==> config.mk <==
export PLATFORM = sky130hd
export DESIGN_NAME = bht_port_scheduler
export DESIGN_NICKNAME = d
export VERILOG_FILES = /design/src/rtl/bht_port_scheduler.sv
export SDC_FILE = /design/constraint.sdc
export NUM_CORES = 1
export LEC_CHECK = 0
export CAP_MARGIN = 15
export CORE_AREA = 2 2 78 80
export CTS_CLUSTER_DIAMETER = 120
export CTS_CLUSTER_SIZE = 28
export DETAILED_ROUTE_END_ITERATION = 12
export DIE_AREA = 0 0 80 82
export PLACE_DENSITY = 0.74
export SYNTH_ARGS = -nofsm -noshare
export SYNTH_HDL_FRONTEND = slang
export SYNTH_SLANG_ARGS = --single-unit
==> constraint.sdc <==
create_clock -name clk -period 2.9 [get_ports clk]
set_input_delay 0.435 -clock clk [delete_from_list [all_inputs] [get_ports clk]]
set_output_delay 0.435 -clock clk [all_outputs]
set_load 0.005 [all_outputs]
==> src/rtl/bht_port_scheduler.sv <==
// Port scheduler for a single-ported branch history table.
// Arbitrates fetch-side lookups against resolve-side counter updates,
// initialises the table after reset, buffers updates in a small FIFO and
// performs the read-modify-write of each saturating counter.
module bht_port_scheduler #(
   parameter int M            = 64,
   parameter int N            = 2,
   parameter int PC_W         = 9,
   parameter int IDX_W        = $clog2(M),
   parameter int FIFO_DEPTH   = 4,
   parameter int STARVE_LIMIT = 8
) (
   input  logic                          clk,
   input  logic                          reset,
   input  logic                          lk_valid,
   input  logic [PC_W-1:0]               lk_pc,
   output logic                          lk_ready,
   output logic                          pred_valid,
   output logic [PC_W-1:0]               pred_pc,
   output logic                          pred_taken,
   input  logic                          up_valid,
   input  logic [PC_W-1:0]               up_pc,
   input  logic                          up_taken,
   output logic                          up_ready,
   output logic                          mem_en,
   output logic                          mem_we,
   output logic [IDX_W-1:0]              mem_addr,
   output logic [N-1:0]                  mem_wdata,
   input  logic [N-1:0]                  mem_rdata,
   output logic                          init_done,
   output logic [$clog2(FIFO_DEPTH):0]   fifo_count
);

   localparam int PTR_W = $clog2(FIFO_DEPTH);
   localparam int CNT_W = PTR_W + 1;
   localparam int STV_W = $clog2(STARVE_LIMIT + 1);

   localparam logic [N-1:0] CTR_MAX  = {N{1'b1}};
   localparam logic [N-1:0] CTR_INIT = N'((1 << (N - 1)) - 1);

   typedef enum logic [1:0] {
      ST_INIT   = 2'd0,
      ST_ARB    = 2'd1,
      ST_UPD_WR = 2'd2
   } state_t;

   state_t             r_state;
   state_t             w_nextState;
   logic [IDX_W-1:0]   r_initIdx;
   logic               r_initDone;
   logic [IDX_W-1:0]   r_fifoIdx   [FIFO_DEPTH];
   logic               r_fifoTaken [FIFO_DEPTH];
   logic [PTR_W-1:0]   r_wrPtr;
   logic [PTR_W-1:0]   r_rdPtr;
   logic [CNT_W-1:0]   r_count;
   logic [STV_W-1:0]   r_starve;
   logic               r_predValid;
   logic [PC_W-1:0]    r_predPc;

   logic               w_full;
   logic               w_empty;
   logic               w_push;
   logic               w_pop;
   logic               w_grantLk;
   logic               w_grantUp;
   logic [IDX_W-1:0]   w_headIdx;
   logic               w_headTaken;
   logic [N-1:0]       w_newCtr;
   logic               w_unusedUpPcHi;

   // Upper PC bits of an update alias onto the same entry, so only the index is queued.
   assign w_unusedUpPcHi = ^up_pc[PC_W-1:IDX_W];

   assign w_full      = (r_count == CNT_W'(FIFO_DEPTH));
   assign w_empty     = (r_count == '0);
   assign up_ready    = (r_count < CNT_W'(FIFO_DEPTH));
   assign w_push      = up_valid && up_ready;
   assign w_headIdx   = r_fifoIdx[r_rdPtr];
   assign w_headTaken = r_fifoTaken[r_rdPtr];

   assign lk_ready    = w_grantLk;
   assign pred_valid  = r_predValid;
   assign pred_pc     = r_predPc;
   assign pred_taken  = r_predValid & mem_rdata[N-1];
   assign init_done   = r_initDone;
   assign fifo_count  = r_count;

   // Saturating increment/decrement of the counter just read for the queue head.
   always_comb begin
      w_newCtr = mem_rdata;
      if (w_headTaken && (mem_rdata != CTR_MAX)) begin
         w_newCtr = mem_rdata + N'(1);
      end else if (!w_headTaken && (mem_rdata != '0)) begin
         w_newCtr = mem_rdata - N'(1);
      end
   end

   // Next-state, grant selection and table port drive; the port is forced idle while reset is held.
   always_comb begin
      w_nextState = r_state;
      w_grantLk   = 1'b0;
      w_grantUp   = 1'b0;
      w_pop       = 1'b0;
      mem_en      = 1'b0;
      mem_we      = 1'b0;
      mem_addr    = '0;
      mem_wdata   = '0;
      case (r_state)
         ST_INIT: begin
            mem_en    = 1'b1;
            mem_we    = 1'b1;
            mem_addr  = r_initIdx;
            mem_wdata = CTR_INIT;
            if (r_initIdx == IDX_W'(M - 1)) begin
               w_nextState = ST_ARB;
            end
         end
         ST_ARB: begin
            if (!w_empty && (w_full || (r_starve == STV_W'(STARVE_LIMIT)))) begin
               w_grantUp = 1'b1;
            end else if (lk_valid) begin
               w_grantLk = 1'b1;
            end else if (!w_empty) begin
               w_grantUp = 1'b1;
            end
            if (w_grantLk) begin
               mem_en   = 1'b1;
               mem_addr = lk_pc[IDX_W-1:0];
            end else if (w_grantUp) begin
               mem_en      = 1'b1;
               mem_addr    = w_headIdx;
               w_nextState = ST_UPD_WR;
            end
         end
         ST_UPD_WR: begin
            mem_en      = 1'b1;
            mem_we      = 1'b1;
            mem_addr    = w_headIdx;
            mem_wdata   = w_newCtr;
            w_pop       = 1'b1;
            w_nextState = ST_ARB;
         end
         default: begin
            w_nextState = ST_INIT;
         end
      endcase
      if (!reset) begin
         w_grantLk = 1'b0;
         w_grantUp = 1'b0;
         w_pop     = 1'b0;
         mem_en    = 1'b0;
         mem_we    = 1'b0;
         mem_addr  = '0;
         mem_wdata = '0;
      end
   end

   // State register.
   always_ff @(posedge clk or negedge reset) begin
      if (!reset) begin
         r_state <= ST_INIT;
      end else begin
         r_state <= w_nextState;
      end
   end

   // Initialisation sweep index and the sticky done flag.
   always_ff @(posedge clk or negedge reset) begin
      if (!reset) begin
         r_initIdx  <= '0;
         r_initDone <= 1'b0;
      end else if (r_state == ST_INIT) begin
         r_initIdx <= r_initIdx + IDX_W'(1);
         if (r_initIdx == IDX_W'(M - 1)) begin
            r_initDone <= 1'b1;
         end
      end
   end

   // Update queue payload; contents need no reset since the count gates every use.
   always_ff @(posedge clk) begin
      if (w_push) begin
         r_fifoIdx[r_wrPtr]   <= up_pc[IDX_W-1:0];
         r_fifoTaken[r_wrPtr] <= up_taken;
      end
   end

   // Update queue pointers and occupancy; a push and a pop together leave the count unchanged.
   always_ff @(posedge clk or negedge reset) begin
      if (!reset) begin
         r_wrPtr <= '0;
         r_rdPtr <= '0;
         r_count <= '0;
      end else begin
         if (w_push) begin
            r_wrPtr <= r_wrPtr + PTR_W'(1);
         end
         if (w_pop) begin
            r_rdPtr <= r_rdPtr + PTR_W'(1);
         end
         if (w_push && !w_pop) begin
            r_count <= r_count + CNT_W'(1);
         end else if (w_pop && !w_push) begin
            r_count <= r_count - CNT_W'(1);
         end
      end
   end

   // Counts lookups that overtook a waiting update, so the update is forced through at the limit.
   always_ff @(posedge clk or negedge reset) begin
      if (!reset) begin
         r_starve <= '0;
      end else if (w_grantUp || w_empty) begin
         r_starve <= '0;
      end else if (w_grantLk && (r_starve != STV_W'(STARVE_LIMIT))) begin
         r_starve <= r_starve + STV_W'(1);
      end
   end

   // Prediction pulse and PC, aligned with the read data returning one cycle after a lookup grant.
   always_ff @(posedge clk or negedge reset) begin
      if (!reset) begin
         r_predValid <= 1'b0;
         r_predPc    <= '0;
      end else begin
         r_predValid <= w_grantLk;
         if (w_grantLk) begin
            r_predPc <= lk_pc;
         end
      end
   end

endmodule

==> metrics.txt <==
io pins=52; distinct cell type count after synthesis=40; n_diodes=0; Syn Inst Count=198; Total Power=3.684 mW; CTS Buffer Depth=2; Pwr Density=1014 nW/um^2; Via Count=1789; vias in the first global route=1707; syn nets=234; Root Buffer=clkbuf_8; r2r setup slk=760 ps; Final Hold Vio Count=0; Place WS=183.3 ps; Tightest Pin Transition=474.4 ps; Sink Count=58; Hold EP=r_initIdx[5]; worst r2r src=r_starve[0]; global-route usage over all layers=17.38%; largest net degree at the start of global routing=14; clock transition at the registers of the reported paths=70 ps; Initial Utilization=47.91%; Max stage delay on crit path=700 ps; critical-path cell list=or4b_2 > o211a_4 > a22oi_1 > a21oi_1 > clkdlybuf4s50_1; initial DRC count=136; CP delay by family, top=simple AND/OR/NAND/NOR gates; Metal-1 WL=2.357 mm; setup violators final=0; YS warnings=0; max_slew headroom=68.04%; Post-DP HPWL=3.669 mm; critical path's slowest cell=or4b_2; die area=6560 um^2; f_max=354.6 MHz; worst r2r path cells=8; wire per inst=15.26 um; Max Slew Vio Count=0; Critical Path RT=2470 ps; final worst path period share=97.26%; first drt pass iteration count=4; met2 routed WL=2.555 mm; # Max-Cap Violations=0; first-pass GRT wire length=8.349 mm; register area share after synthesis=57.82%; cts bufs inserted=9; Area Growth Syn to Fin=32.00%; Final Critical Period=2820 ps; Worst VDD drop=0.4824 mV; drt drc=0; crit end category=output pin; CP bufs+invs=1; clk_lat worst skew=330 ps; synthesized area=2753 um^2; Clock Skew=8.950 ps; vias per cell=5.186; leakage power=1.423 nW; post-layout util=63.24%; CTS tree=done; highest metal used=met4; Arrival @ worst endpoint=2390 ps; die height=82 um; IO Port Bufs=48; Setup TNS=0 ps; Mean Syn Cell Area=13.90 um^2; gpl congestion=0.8231; Horiz. Die Dim=80 um; CP max FO=6; run status=complete, no violations; hold path depth=1; H-tree levels=3; num rows=28; Setup CP Type=reg2out; Core ar.=5746 um^2; R2R Path End=pred_pc[8]; Layout Nets=301; Worst Hold Class=reg2reg; ANT nets after route=0; share of layout cells above drive strength 1=22.59%; initial antenna violation count=0; final wirelength=5.265 mm; gr ovfl total=0; count of state elements after synthesis=58; setup ws final=79.53 ps; crit path launch type=register; HP Start=r_initIdx[5]; WL met3=263 um; Fillers=462
[metrics by stage]
step / cell area [um^2] / cells / hold WS, ps
3_5_place_dp: 3333 / 321 / 457.0
4_1_cts: 3552 / 337 / 469.8
2_1_floorplan: 2753 / 198 / 139.4
6_report: 3633 / 345 / 495.6
3_3_place_gp: 3333 / 321 / 450.7
5_1_grt: 3633 / 345 / 522.9
[cell type report]
cell class / count / area [um^2] / share of cell area, %
clock inverter: 7 / 92.59 / 2.548
tap: 75 / 93.84 / 2.583
timing repair buffer: 64 / 600.6 / 16.53
multi-input combinational: 123 / 1092 / 30.06
sequential: 58 / 1597 / 43.94
clock buffer: 9 / 123.9 / 3.409
inverter: 9 / 33.78 / 0.9298
[sequential cells by signal, indices dropped and copies added, names as in the netlist]
| name | flops |
|---|---|
| r_state | 2 |
| r_wrPtr | 2 |
| r_fifoTaken | 4 |
| r_starve | 4 |
| init_done | 1 |
| r_rdPtr | 2 |
| r_fifoIdx | 24 |
| fifo_count | 3 |
| pred_valid | 1 |
| r_initIdx | 6 |
| pred_pc | 9 |
[synth_stat cells]
cell type / n / area share (%)
ha_1: 10 / 4.5
mux2i_1: 4 / 1.5
and2b_2: 1 / 0.32
and2_1: 5 / 1.1
o21ai_0: 5 / 0.91
xnor2_1: 10 / 3.2
and2b_1: 1 / 0.27
nor3b_1: 2 / 0.55
fa_1: 1 / 0.73
a41o_1: 1 / 0.36
and3_1: 1 / 0.23
xor2_1: 4 / 1.3
buf_6: 3 / 1.2
a311oi_1: 1 / 0.32
inv_1: 9 / 1.2
nand3_1: 11 / 2.0
dfrtp_1: 30 / 27
edfxtp_1: 28 / 31
a21oi_1: 7 / 1.3
nand4_1: 2 / 0.45
clkbuf_1: 4 / 0.55
o21bai_1: 1 / 0.27
a211oi_1: 1 / 0.27
and3b_1: 1 / 0.32
or4b_2: 1 / 0.36
o22ai_4: 1 / 0.73
nor2_1: 7 / 0.95
a2111oi_4: 1 / 1.0
nand3b_1: 3 / 0.82
buf_2: 1 / 0.18
nor2b_1: 2 / 0.45
a22oi_1: 7 / 1.9
o211a_1: 1 / 0.36
or3_1: 1 / 0.23
o211ai_1: 1 / 0.27
a21boi_0: 1 / 0.27
mux4_2: 7 / 5.7
nand2b_1: 2 / 0.45
nand2_1: 8 / 1.1
mux2_2: 11 / 4.5
[where the power goes]
| part | leakage, nW | internal, mW | switching, mW |
|---|---|---|---|
| Clock | 0.103 | 0.481 | 0.326 |
| Sequential | 0.621 | 1.12 | 0.217 |
| Combinational | 0.698 | 0.898 | 0.640 |
[metal layers]
metal | global-route usage [%] | up-vias
li1 | - | 865
met1 | 22.37 | 872
met2 | 27.67 | 44
met3 | 3.956 | 8
met4 | 9.153 | 0
met5 | 0 | -
[placed cells by master, fill, tap and decap left out, types with 3 or more instances in the layout]
cell type and instances:
a22oi_1 6, dfrtp_2 4, nand3b_1 3, xnor2_1 10, edfxtp_1 28, a21oi_1 7
buf_4 16, clkdlybuf4s50_1 48, dfrtp_1 26, clkbuf_8 9, ha_1 10, mux2_2 11
nor2_1 7, mux2i_1 4, mux4_2 7, o21ai_0 5, nand3_1 11, nand2_1 8
inv_1 9, xor2_1 4, and2_1 5
[how the worst max path moves through the flow]
stage	start	to	cells after the start
after floorplan	fifo_count[2]	mem_addr[0]	4
after global placement	lk_valid	mem_addr[1]	6
after detailed placement	lk_valid	mem_addr[1]	6
after CTS	fifo_count[2]	mem_addr[3]	5
after global routing	fifo_count[2]	mem_addr[0]	5
final	fifo_count[2]	mem_addr[3]	5
[cell families (layout without fill, tap and decap cells)]
| family | after synthesis | after routing | synth area share, % |
|---|---|---|---|
| muxes | 22 | 22 | 11.68 |
| and+or+nand+nor | 48 | 48 | 9.637 |
| AOI/OAI and AO/OA | 28 | 28 | 7.955 |
| xor gates and xnor gates | 14 | 14 | 4.454 |
| buffers and inverters | 17 | 89 | 3.181 |
| DFF | 58 | 58 | 57.82 |
| adders and majority gates | 11 | 11 | 5.273 |
[timing repair]
item / CTS / global route
setup buffers: 0 / 8
hold buffers: 0 / 0
gates resized for setup: 2 / 6
endpoints found under the setup margin: 3 / 8
pin swaps: 0 / 1
No activity file was read; power rests on OpenSTA's default activity.
